`src/rtl/i2c_cmd_arbiter.sv`:
```
// Two-requester I2C transaction arbiter. Grants one requester round-robin,
// then walks the START/WRITE/READ/STOP command sequence through a byte engine
// one command at a time, with ACK checking and a per-command timeout.
module i2c_cmd_arbiter #(
  parameter logic [15:0] TIMEOUT_CYCLES = 16'd50000
) (
  input  logic        clk,
  input  logic        reset,
  input  logic [1:0]  req_valid,
  input  logic [1:0]  req_rw,
  input  logic [13:0] req_dev,
  input  logic [15:0] req_reg,
  input  logic [15:0] req_wdata,
  output logic [1:0]  req_ready,
  output logic [1:0]  rsp_valid,
  output logic        rsp_err,
  output logic [7:0]  rsp_rdata,
  output logic [2:0]  eng_cmd,
  output logic        eng_cmd_valid,
  input  logic        eng_cmd_ready,
  output logic [7:0]  eng_wdata,
  output logic        eng_nack,
  input  logic        eng_done,
  input  logic        eng_ack,
  input  logic [7:0]  eng_rdata,
  output logic        busy
);

  typedef enum logic [1:0] {IDLE, ISSUE, WAIT, RESP} state_t;

  localparam logic [2:0] CMD_NONE  = 3'd0;
  localparam logic [2:0] CMD_START = 3'd1;
  localparam logic [2:0] CMD_WRITE = 3'd2;
  localparam logic [2:0] CMD_READ  = 3'd3;
  localparam logic [2:0] CMD_STOP  = 3'd4;

  state_t      state, state_d;
  logic [2:0]  step, step_d;
  logic [15:0] tmo, tmo_d;
  logic        owner, owner_d;
  logic        last, last_d;
  logic        lat_rw, lat_rw_d;
  logic [6:0]  lat_dev, lat_dev_d;
  logic [7:0]  lat_reg, lat_reg_d;
  logic [7:0]  lat_wdata, lat_wdata_d;
  logic [7:0]  rdata_q, rdata_d;
  logic        err_q, err_d;

  logic        gnt_sel;
  logic [2:0]  cur_cmd;
  logic [7:0]  cur_byte;
  logic [2:0]  stop_step;
  logic        tmo_hit;

  // Map the sequence step (and direction) to the engine command and byte.
  always_comb begin
    cur_cmd  = CMD_STOP;
    cur_byte = 8'h00;
    case (step)
      3'd0: cur_cmd = CMD_START;
      3'd1: begin cur_cmd = CMD_WRITE; cur_byte = {lat_dev, 1'b0}; end
      3'd2: begin cur_cmd = CMD_WRITE; cur_byte = lat_reg; end
      3'd3: begin
        if (lat_rw) cur_cmd = CMD_START;
        else begin cur_cmd = CMD_WRITE; cur_byte = lat_wdata; end
      end
      3'd4: begin
        if (lat_rw) begin cur_cmd = CMD_WRITE; cur_byte = {lat_dev, 1'b1}; end
      end
      3'd5: if (lat_rw) cur_cmd = CMD_READ;
      default: cur_cmd = CMD_STOP;
    endcase
  end

  assign stop_step = lat_rw ? 3'd6 : 3'd4;
  assign tmo_hit   = ({1'b0, tmo} + 17'd1) >= {1'b0, TIMEOUT_CYCLES};
  // With both requesting, serve the one not served last; otherwise the sole one.
  assign gnt_sel   = (req_valid == 2'b11) ? ~last : req_valid[1];

  // Next-state, datapath capture and all outputs.
  always_comb begin
    // NOTE: every signal gets a default here so no path leaves one unassigned,
    // which would otherwise infer a latch.
    state_d       = state;
    step_d        = step;
    tmo_d         = tmo;
    owner_d       = owner;
    last_d        = last;
    lat_rw_d      = lat_rw;
    lat_dev_d     = lat_dev;
    lat_reg_d     = lat_reg;
    lat_wdata_d   = lat_wdata;
    rdata_d       = rdata_q;
    err_d         = err_q;
    req_ready     = 2'b00;
    rsp_valid     = 2'b00;
    rsp_err       = 1'b0;
    rsp_rdata     = 8'h00;
    eng_cmd       = CMD_NONE;
    eng_cmd_valid = 1'b0;
    eng_wdata     = 8'h00;
    eng_nack      = 1'b0;
    case (state)
      IDLE: begin
        if (!reset && (|req_valid)) begin
          req_ready   = gnt_sel ? 2'b10 : 2'b01;
          owner_d     = gnt_sel;
          last_d      = gnt_sel;
          lat_rw_d    = req_rw[gnt_sel];
          lat_dev_d   = gnt_sel ? req_dev[13:7]    : req_dev[6:0];
          lat_reg_d   = gnt_sel ? req_reg[15:8]    : req_reg[7:0];
          lat_wdata_d = gnt_sel ? req_wdata[15:8]  : req_wdata[7:0];
          rdata_d     = 8'h00;
          err_d       = 1'b0;
          step_d      = 3'd0;
          state_d     = ISSUE;
        end
      end
      ISSUE: begin
        eng_cmd_valid = 1'b1;
        eng_cmd       = cur_cmd;
        eng_wdata     = (cur_cmd == CMD_WRITE) ? cur_byte : 8'h00;
        eng_nack      = (cur_cmd == CMD_READ);
        if (eng_cmd_ready) begin
          tmo_d   = 16'd0;
          state_d = WAIT;
        end
      end
      WAIT: begin
        if (eng_done) begin
          if (cur_cmd == CMD_STOP) begin
            state_d = RESP;
          end else if ((cur_cmd == CMD_WRITE) && !eng_ack) begin
            err_d   = 1'b1;
            step_d  = stop_step;
            state_d = ISSUE;
          end else begin
            if (cur_cmd == CMD_READ) rdata_d = eng_rdata;
            step_d  = step + 3'd1;
            state_d = ISSUE;
          end
        end else if (tmo_hit) begin
          // Abandon the command outright; the engine owns bus recovery.
          err_d   = 1'b1;
          state_d = RESP;
        end else begin
          tmo_d = tmo + 16'd1;
        end
      end
      RESP: begin
        rsp_valid = owner ? 2'b10 : 2'b01;
        rsp_err   = err_q;
        rsp_rdata = err_q ? 8'h00 : rdata_q;
        state_d   = IDLE;
      end
      default: state_d = IDLE;
    endcase
  end

  assign busy = (state != IDLE);

  // State and datapath registers with synchronous reset.
  always_ff @(posedge clk) begin
    // NOTE: sequential state uses non-blocking assignments so every register
    // samples the pre-edge values, independent of statement order.
    if (reset) begin
      state     <= IDLE;
      step      <= 3'd0;
      tmo       <= 16'd0;
      owner     <= 1'b0;
      last      <= 1'b1;
      lat_rw    <= 1'b0;
      lat_dev   <= 7'h00;
      lat_reg   <= 8'h00;
      lat_wdata <= 8'h00;
      rdata_q   <= 8'h00;
      err_q     <= 1'b0;
    end else begin
      state     <= state_d;
      step      <= step_d;
      tmo       <= tmo_d;
      owner     <= owner_d;
      last      <= last_d;
      lat_rw    <= lat_rw_d;
      lat_dev   <= lat_dev_d;
      lat_reg   <= lat_reg_d;
      lat_wdata <= lat_wdata_d;
      rdata_q   <= rdata_d;
      err_q     <= err_d;
    end
  end

endmodule

```
`config.mk`:
```
export PLATFORM = sky130hd
export DESIGN_NAME = i2c_cmd_arbiter
export DESIGN_NICKNAME = d
export VERILOG_FILES = /design/src/rtl/i2c_cmd_arbiter.sv
export SDC_FILE = /design/constraint.sdc
export NUM_CORES = 1
export LEC_CHECK = 0
export BUFFER_PORTS_ARGS = -buffer_cell sky130_fd_sc_hd__clkbuf_2
export CAP_MARGIN = 40
export CORE_ASPECT_RATIO = 1.4
export CORE_MARGIN = 2
export CORE_UTILIZATION = 52
export DETAILED_ROUTE_END_ITERATION = 10
export GPL_ROUTABILITY_DRIVEN = 0
export HOLD_SLACK_MARGIN = 0.02
export PLACE_DENSITY = 0.79
export RECOVER_POWER = 25
export SLEW_MARGIN = 20
export SYNTH_ARGS = -nofsm -noshare
export SYNTH_HDL_FRONTEND = slang
export SYNTH_SLANG_ARGS = --single-unit
```
`constraint.sdc`:
```
create_clock -name clk -period 3.2 [get_ports clk]
set_input_delay 0.96 -clock clk [delete_from_list [all_inputs] [get_ports clk]]
set_output_delay 0.96 -clock clk [all_outputs]
set_load 0.05 [all_outputs]
```
* Word level (Yosys, flattened, before mapping) *
Cells that the tools add are included.

cells by class
  equal/unequal tests = 23
  $lt $le $gt $ge = 2
  bitwise logic cells = 1
  multiplexer cells = 54
  reductions and logical operators = 17
  add/subtract/negate cells = 3

operator list
  operator                                                                 count
  8-bit 2-to-1 mux                                                         13
  16-bit 2-to-1 mux                                                        3
  16-bit case mux with 2 select lines                                      1
  8-bit case mux with 4 select lines                                       1
  2-bit 2-to-1 mux                                                         12
  3-bit 2-to-1 mux                                                         7
  16-bit by 1-bit adder with 17-bit output, second input constant          1
  17-bit by 16-bit >= comparator with 1-bit output, second input constant  1
  16-bit by 1-bit adder with 16-bit output, second input constant          1
  2-bit inequality test, second input constant                             8
  8-bit case mux with 2 select lines                                       1
  3-bit case mux with 5 select lines                                       1
  3-bit by 2-bit == test with 1-bit output, second input constant          4
  1-bit 2-to-1 mux                                                         11
  3-bit == test, second input constant                                     3
  3-bit inequality test, second input constant                             3
  2-bit case mux with 4 select lines                                       1
  4-bit AND reduction                                                      2
  7-bit 2-to-1 mux                                                         1
  2-bit == test, second input constant                                     3
  3-bit case mux with 2 select lines                                       1
  6-bit AND reduction                                                      1
  2-bit nonzero test                                                       3
  5-bit AND reduction                                                      1
  13 further kinds                                                         16

storage, ports and cells
  input port bits = 63
  word-level logic and storage cells = 111
  register bits after elaboration = 56
  output and inout port bits = 27

* Depth between registers and ports, before layout *
Gate-level depths: netlist (run 1).

  word-level depth = 9
  mapped depth = 10
  mapped depth without buffers = 9

* Least setup slack after synthesis (run 1) *
Ideal clock, no wire load.

  kind = reg2out
  from = reg step[2]
  to = out eng_wdata[0]
  data arrival time = 2776 ps
  setup slack = -536 ps
  required time = 2240 ps
  cell stages (with the launch flop) = 10
  buffers on the path = 2
  path through = dfxtp_1 clkbuf_1 inv_1 ha_1 a21oi_1 a2bb2oi_1 nand4_1 or4_1 clkbuf_1 a21oi_1

on the way
  longest elaborated chain between the ends = 6
  elaborated cells between the ends (all ways) = 12
  classes of those cells = eq/ne: 6; mux: 4; reduce/logical: 2

ends and longest elaborated chain
  element                                                                                               line  RTL
  from (decl)                                                                                           38    logic [2:0] step, step_d;
  from (signal assigned)                                                                                180   step <= step_d;
  3-bit by 2-bit == test with 1-bit output or 3-bit by 1-bit == test with 1-bit output (tied branches)  59    case (step)
  2-bit OR reduction (no source line)                                                                   n/a
  3-bit case mux with 5 select lines                                                                    59
  3-bit by 2-bit == test with 1-bit output                                                              122   eng_wdata = (cur_cmd == CMD_WRITE) ? cur_byte : 8'h00;
  8-bit 2-to-1 mux *                                                                                    122
  8-bit 2-to-1 mux *                                                                                    103   case (state)
  to (decl)                                                                                             21    output logic [7:0] eng_wdata,

Every way passes the cells marked *; elsewhere a longest branch is shown, timed or not.

* Worst setup path in the final report (run 1) *
  from = reg step[0]
  to = out eng_wdata[0]

The elaborated chain is that of the path after synthesis.

==> out/metrics.yaml, run 1 <==
timing:
  setup_viol: 9
  drv_slew: 0
  min_period_ns: 3.434
  hold_viol: 0
  rsz0062_at_grt: "yes"
  fin_hold_ws_ns: 0.4813
  max_freq_mhz: 291.2
  worstMarginPinSlew_ns: 0.8887
  period_share_pct: 107.3
  clock_skew_ns: 0.003715
  maxSlewHeadroom_pct: 40.75
  timing.final.ws_setup_ns: -0.2342
  setup_tns_ns: -1.831
placed_design:
  io_buffers: 89
  post-place-ws_ns: -0.1114
  placed_area_um2: 4003
  hpwl_um: 6832
routing:
  drtPass1Iterations: 5
  ant_nets: 0
  wl_per_cell_um: 17.21
  vias: 3499
  wirelength_um: 9690
  vias_per_cell: 6.215
  drcViolationCount: 0
  drtIter0Drc: 271
logic_synthesis:
  netlist_area_um2: 3262
  synth.top_cell.area_share_pct: 34.37
  ys_warn_count: 0
  synth_edf_count: 0
  syn_nets: 460
  yosysUniqueCellTypes: 65
  syn-instance-count: 391
  ys_seq_elements: 56
  syn_avg_cell_area_um2: 8.342
  synth-main-ff-cell: "dfxtp_1"
  synth-async-reset-ratio_pct: 0
  yosys-top-cells-area: "dfxtp_1 34%, mux2i_1 8.6%, nor2_1 6.8%"
  yosys.area.top_type: "dfxtp_1"
  ys_seq_area_share_pct: 34.37
layout:
  nets: 559
  top_register: "tmo"
  drive_gt1_share_pct: 33.40
  fill_cells: 461
  fin_area_um2: 4343
  area_delta_synth_final_pct: 33.14
  largest_reg_flops: 16
  n_antenna_cell: 0
worst_hold_path:
  hp-class: "register to register"
floorplan:
  coreArea_um2: 6126
  num_rows: 34
  die_h_um: 97.71
  die_area_um2: 6931
  start_util_pct: 53.25
  die_w_um: 70.94
  num_io_pins: 90
critical_path:
  ff2ff_setup_slack_ns: 0.28
  start_kind: "register"
  arrival_ns: 2.47
  crit_type: "register to output port"
  endpoint_kind: "output port"
  cp.required_ns: 2.24
  path_max_fanout: 8
power:
  p_total_uw: 1606
  leakage_uw: 0.001738
  p_per_area_nw_per_um2: 369.7
  peakVddDrop_mv: 0.2835
grt:
  first_global_vias: 3297
  grt_pass1_wl_um: 15450
  grt_max_degree: 50
  grt_overflow: 0
  track_usage_pct: 27.71
  antenna_found_initial: 0
clock_network:
  cts-root-buf: "clkbuf_8"
  clk_pin_slew_ns: 0.10
  cts_buffers: 5
  ctsHoldBuffers: 0
  clockBufferDepth: 2
  cts_tree: "done"
  htree_levels: 2
  insertion_delay_ns: 0.32
  clock-sinks: 56
outcome:
  violations: "negative setup slack"
  outcome: "complete, but fails checks"
job:
  maxCapViolations: 0
==> per-layer routing <==
| metal | share of wire (%) | track usage (%) | up-vias |
|---|---|---|---|
| met5 | 0 | 0 | - |
| met4 | 5.4 | 16.98 | 0 |
| met3 | 6.6 | 4.876 | 43 |
| met2 | 51 | 47.74 | 179 |
| met1 | 37 | 31.13 | 1608 |
| li1 | - | - | 1669 |
==> layout make-up <==
cell class              count  area, µm²  share of cell area, %
multi-input cells         302       2187                  50.36
flip-flops and latches     56       1130                  26.02
repair buffers            113      748.2                  17.23
well taps                  72      90.09                  2.074
clock buffers               5      68.82                  1.585
clock inverters             3      68.82                  1.585
inverters                  12      50.05                  1.152
==> worst max-delay path, stage by stage, from the launching register on <==
cell	delay (ns)
dfxtp_4	0.39
ha_4	0.17
ha_4	0.17
a21oi_2	0.13
a2bb2oi_2	0.17
nand4_1	0.14
or4_4	0.52
buf_12	0.17
a21oi_4	0.14
buf_12	0.15
==> cells in the mapped netlist, types with 3 or more instances <==
| cell type | instances |
|---|---|
| nor2_1 | 59 |
| and3_1 | 9 |
| o21ai_1 | 4 |
| and2_1 | 9 |
| a221o_1 | 3 |
| a22o_1 | 8 |
| nand2b_1 | 3 |
| dfxtp_1 | 56 |
| ha_1 | 6 |
| nand2_1 | 22 |
| a31oi_1 | 6 |
| o31ai_1 | 4 |
| nor2b_1 | 4 |
| a41oi_1 | 3 |
| a21oi_1 | 13 |
| a22oi_1 | 3 |
| nor3_1 | 6 |
| nor4_1 | 6 |
| mux2i_1 | 28 |
| nand4_1 | 4 |
| or3_1 | 3 |
| clkbuf_1 | 18 |
| nand3_1 | 13 |
| o21ai_0 | 10 |
| inv_1 | 12 |
| a222oi_1 | 7 |
| a211oi_1 | 25 |
==> layout by cell type, fill, tap and decap left out, types with 4 or more instances in the layout <==
cell / instances
nor2_1: 50
nor4_1: 6
buf_4: 21
o21ai_1: 5
buf_8: 5
mux2i_1: 28
buf_12: 5
nor3_1: 6
and3_1: 9
a22o_1: 8
o21ai_0: 9
clkbuf_8: 5
nand3_1: 13
o31ai_1: 4
a211oi_1: 25
clkbuf_2: 79
inv_1: 10
nand4_1: 4
dfxtp_1: 53
nor2_4: 8
nand2_1: 21
a31oi_1: 6
a222oi_1: 7
and2_1: 9
a21oi_1: 11
==> per-stage QoR <==
| step | std cells | utilization [%] |
|---|---|---|
| floorplan | 391 | - |
| global placement | 550 | 65.34 |
| detailed placement | 550 | 65.34 |
| CTS | 561 | 70.40 |
| global route | 563 | 70.89 |
| finish | 563 | 70.89 |
==> worst paths after layout <==
check	cells after the start	to	from
min	1	rdata_q[1]$_SDFFE_PP0P_	rdata_q[1]$_SDFFE_PP0P_
max	9	eng_wdata[0]	step[0]$_SDFFE_PP0P_
min reg2reg	1	rdata_q[1]$_SDFFE_PP0P_	rdata_q[1]$_SDFFE_PP0P_
max reg2reg	7	tmo[15]$_SDFFE_PP0P_	tmo[4]$_SDFFE_PP0P_
==> where the power goes <==
group | internal [µW] | switching, µW
Clock | 315 | 254
Combinational | 112 | 163
Sequential | 733 | 27.5
Total | 1160 | 445
==> logic make-up after synthesis <==
logic type / synth area share (%)
buffers and inverters: 3.836
adders and majority gates: 2.301
xor gates and xnor gates: 0.2686
and+or+nand+nor: 25.39
muxes: 8.937
DFF: 34.37
AOI/OAI and AO/OA: 24.90
==> timing repair <==
item                                    CTS  global route
pin swaps                                10            10
endpoints found under the setup margin    9             9
gates resized for setup                  40             9
buffers inserted                          4             2
Note: power is estimated with default switching activity, not from simulation.
==> inputs of run 2 (changes only) <==
--- a/config.mk
+++ b/config.mk
@@ -8,8 +8,8 @@
 export BUFFER_PORTS_ARGS = -buffer_cell sky130_fd_sc_hd__clkbuf_2
 export CAP_MARGIN = 40
 export CORE_ASPECT_RATIO = 1.4
-export CORE_MARGIN = 2
 export CORE_UTILIZATION = 52
+export CTS_CLUSTER_SIZE = 16
 export DETAILED_ROUTE_END_ITERATION = 10
 export GPL_ROUTABILITY_DRIVEN = 0
 export HOLD_SLACK_MARGIN = 0.02
==> out/metrics.yaml, run 2 (synthesis gave the netlist of run 1 again) <==
outcome:
  outcome: "complete, but fails checks"
  violations: "negative setup slack"
power:
  peakVddDrop_mv: 0.2783
  clockPowerShare_pct: 32.0
  pwr-share-comb_pct: 17.8
  p_total_uw: 1527
  p_per_area_nw_per_um2: 351.1
  power_switching_share_pct: 29.22
  power.internal_uw: 1081
  p_sw_uw: 446.1
  seq_power_share_pct: 50.2
  leakage_uw: 0.001730
routing:
  wl_per_cell_um: 17.37
  drcViolationCount: 0
  drtPass1Iterations: 7
  ant_nets: 0
  vias_per_cell: 6.190
  vias: 3479
  drtIter0Drc: 304
  wirelength_um: 9764
clock_network:
  htree_levels: 2
  clk_pin_slew_ns: 0.11
  cts_buffers: 5
  clockBufferDepth: 2
  insertion_delay_ns: 0.32
  cts_tree: "done"
  clock-sinks: 56
  cts-root-buf: "clkbuf_8"
  ctsHoldBuffers: 0
timing:
  min_period_ns: 3.537
  worstMarginPinSlew_ns: 0.8694
  fin_hold_ws_ns: 0.4844
  timing.final.ws_setup_ns: -0.3366
  clock_skew_ns: 0.008212
  hold_viol: 0
  rsz0062_at_grt: "yes"
  max_freq_mhz: 282.8
  setup_tns_ns: -2.472
  maxSlewHeadroom_pct: 42.04
  period_share_pct: 110.5
  drv_slew: 0
  setup_viol: 8
placed_design:
  io_buffers: 89
  placed_area_um2: 3993
  hpwl_um: 6674
  post-place-ws_ns: -0.1389
job:
  maxCapViolations: 0
grt:
  track_usage_pct: 30.52
  antenna_found_initial: 0
  grt_max_degree: 50
  first_global_vias: 3173
  grt_overflow: 0
  grt_pass1_wl_um: 14840
critical_path:
  startpoint: "step[0]$_SDFFE_PP0P_"
  crit_type: "register to output port"
  path_max_fanout: 8
  ff2ff_setup_slack_ns: 0.27
  cp.required_ns: 2.24
  arrival_ns: 2.58
  r2r_cells: 7
  r2r-start: "tmo[4]$_SDFFE_PP0P_"
  endpoint_kind: "output port"
  start_kind: "register"
  critPathCapture: "eng_wdata[0]"
  worst_r2r_endpoint: "tmo[15]$_SDFFE_PP0P_"
floorplan:
  die_area_um2: 6598
  num_rows: 33
  die_h_um: 95.71
  die_w_um: 68.94
  num_io_pins: 90
  start_util_pct: 54.86
  coreArea_um2: 5946
layout:
  area_delta_synth_final_pct: 33.29
  drive_gt1_share_pct: 33.54
  nets: 560
  largest_reg_flops: 16
  layout_common_cells: "81 x clkbuf_2, 54 x dfxtp_1, 50 x nor2_1"
  n_antenna_cell: 0
  final_common_cell: "clkbuf_2"
  fin_area_um2: 4348
  top_register: "tmo"
worst_hold_path:
  min_path_cells: 1
  hp-class: "register to register"
run 2: per-layer routing:
metal / vias up / track usage, % / part of all wire, %
li1: 1672 / - / -
met1: 1588 / 31.73 / 37
met2: 182 / 55.26 / 52
met3: 37 / 4.621 / 5.5
met4: 0 / 18.71 / 4.6
met5: - / 0 / 0
run 2: worst min path at each step:
stage                       startpoint                      end  slack (ns)
6_report       rdata_q[5]$_SDFFE_PP0P_  rdata_q[5]$_SDFFE_PP0P_        0.48
5_1_grt        rdata_q[5]$_SDFFE_PP0P_  rdata_q[5]$_SDFFE_PP0P_        0.50
4_1_cts        rdata_q[5]$_SDFFE_PP0P_  rdata_q[5]$_SDFFE_PP0P_        0.49
3_5_place_dp   rdata_q[6]$_SDFFE_PP0P_  rdata_q[6]$_SDFFE_PP0P_        0.46
3_3_place_gp   rdata_q[1]$_SDFFE_PP0P_  rdata_q[1]$_SDFFE_PP0P_        0.45
2_1_floorplan        last$_SDFFE_PP1P_        last$_SDFFE_PP1P_        0.43
run 2: timing repair:
item,4_1_cts,5_1_grt
endpoints found under the hold margin,0,0
pin swaps,12,5
setup buffers,4,2
resized for setup,44,10
setup endpoints to repair,9,9
run 2: metrics by stage:
stage | util [%] | std cells
global route | 73.13 | 562
CTS | 72.52 | 560
floorplan | - | 391
detailed placement | 67.15 | 549
global placement | 67.15 | 549
finish | 73.13 | 562
run 2: power by group through the flow:
stage,registers [µW],logic [µW],clock network [µW]
2_1_floorplan,769,178,0
3_3_place_gp,780,256,0
3_5_place_dp,782,261,0
4_1_cts,765,266,486
5_1_grt,770,296,510
6_report,766,272,489
run 2: critical path, cell delays in order, from the launching register on:
cell       delay (ns)
dfxtp_4          0.40
ha_4             0.18
ha_4             0.18
a21oi_4          0.13
a2bb2oi_2        0.17
nand4_1          0.15
or4_4            0.58
buf_12           0.18
a21oi_4          0.13
buf_12           0.15
run 2: layout make-up:
type / count / area [µm²]
Multi-Input combinational cell: 302 / 2218
Fill cell: 442 / 1598
Sequential cell: 56 / 1129
Tap cell: 70 / 87.58
Clock inverter: 3 / 46.29
Inverter: 12 / 50.05
Timing Repair Buffer: 114 / 748.2
Clock buffer: 5 / 68.82
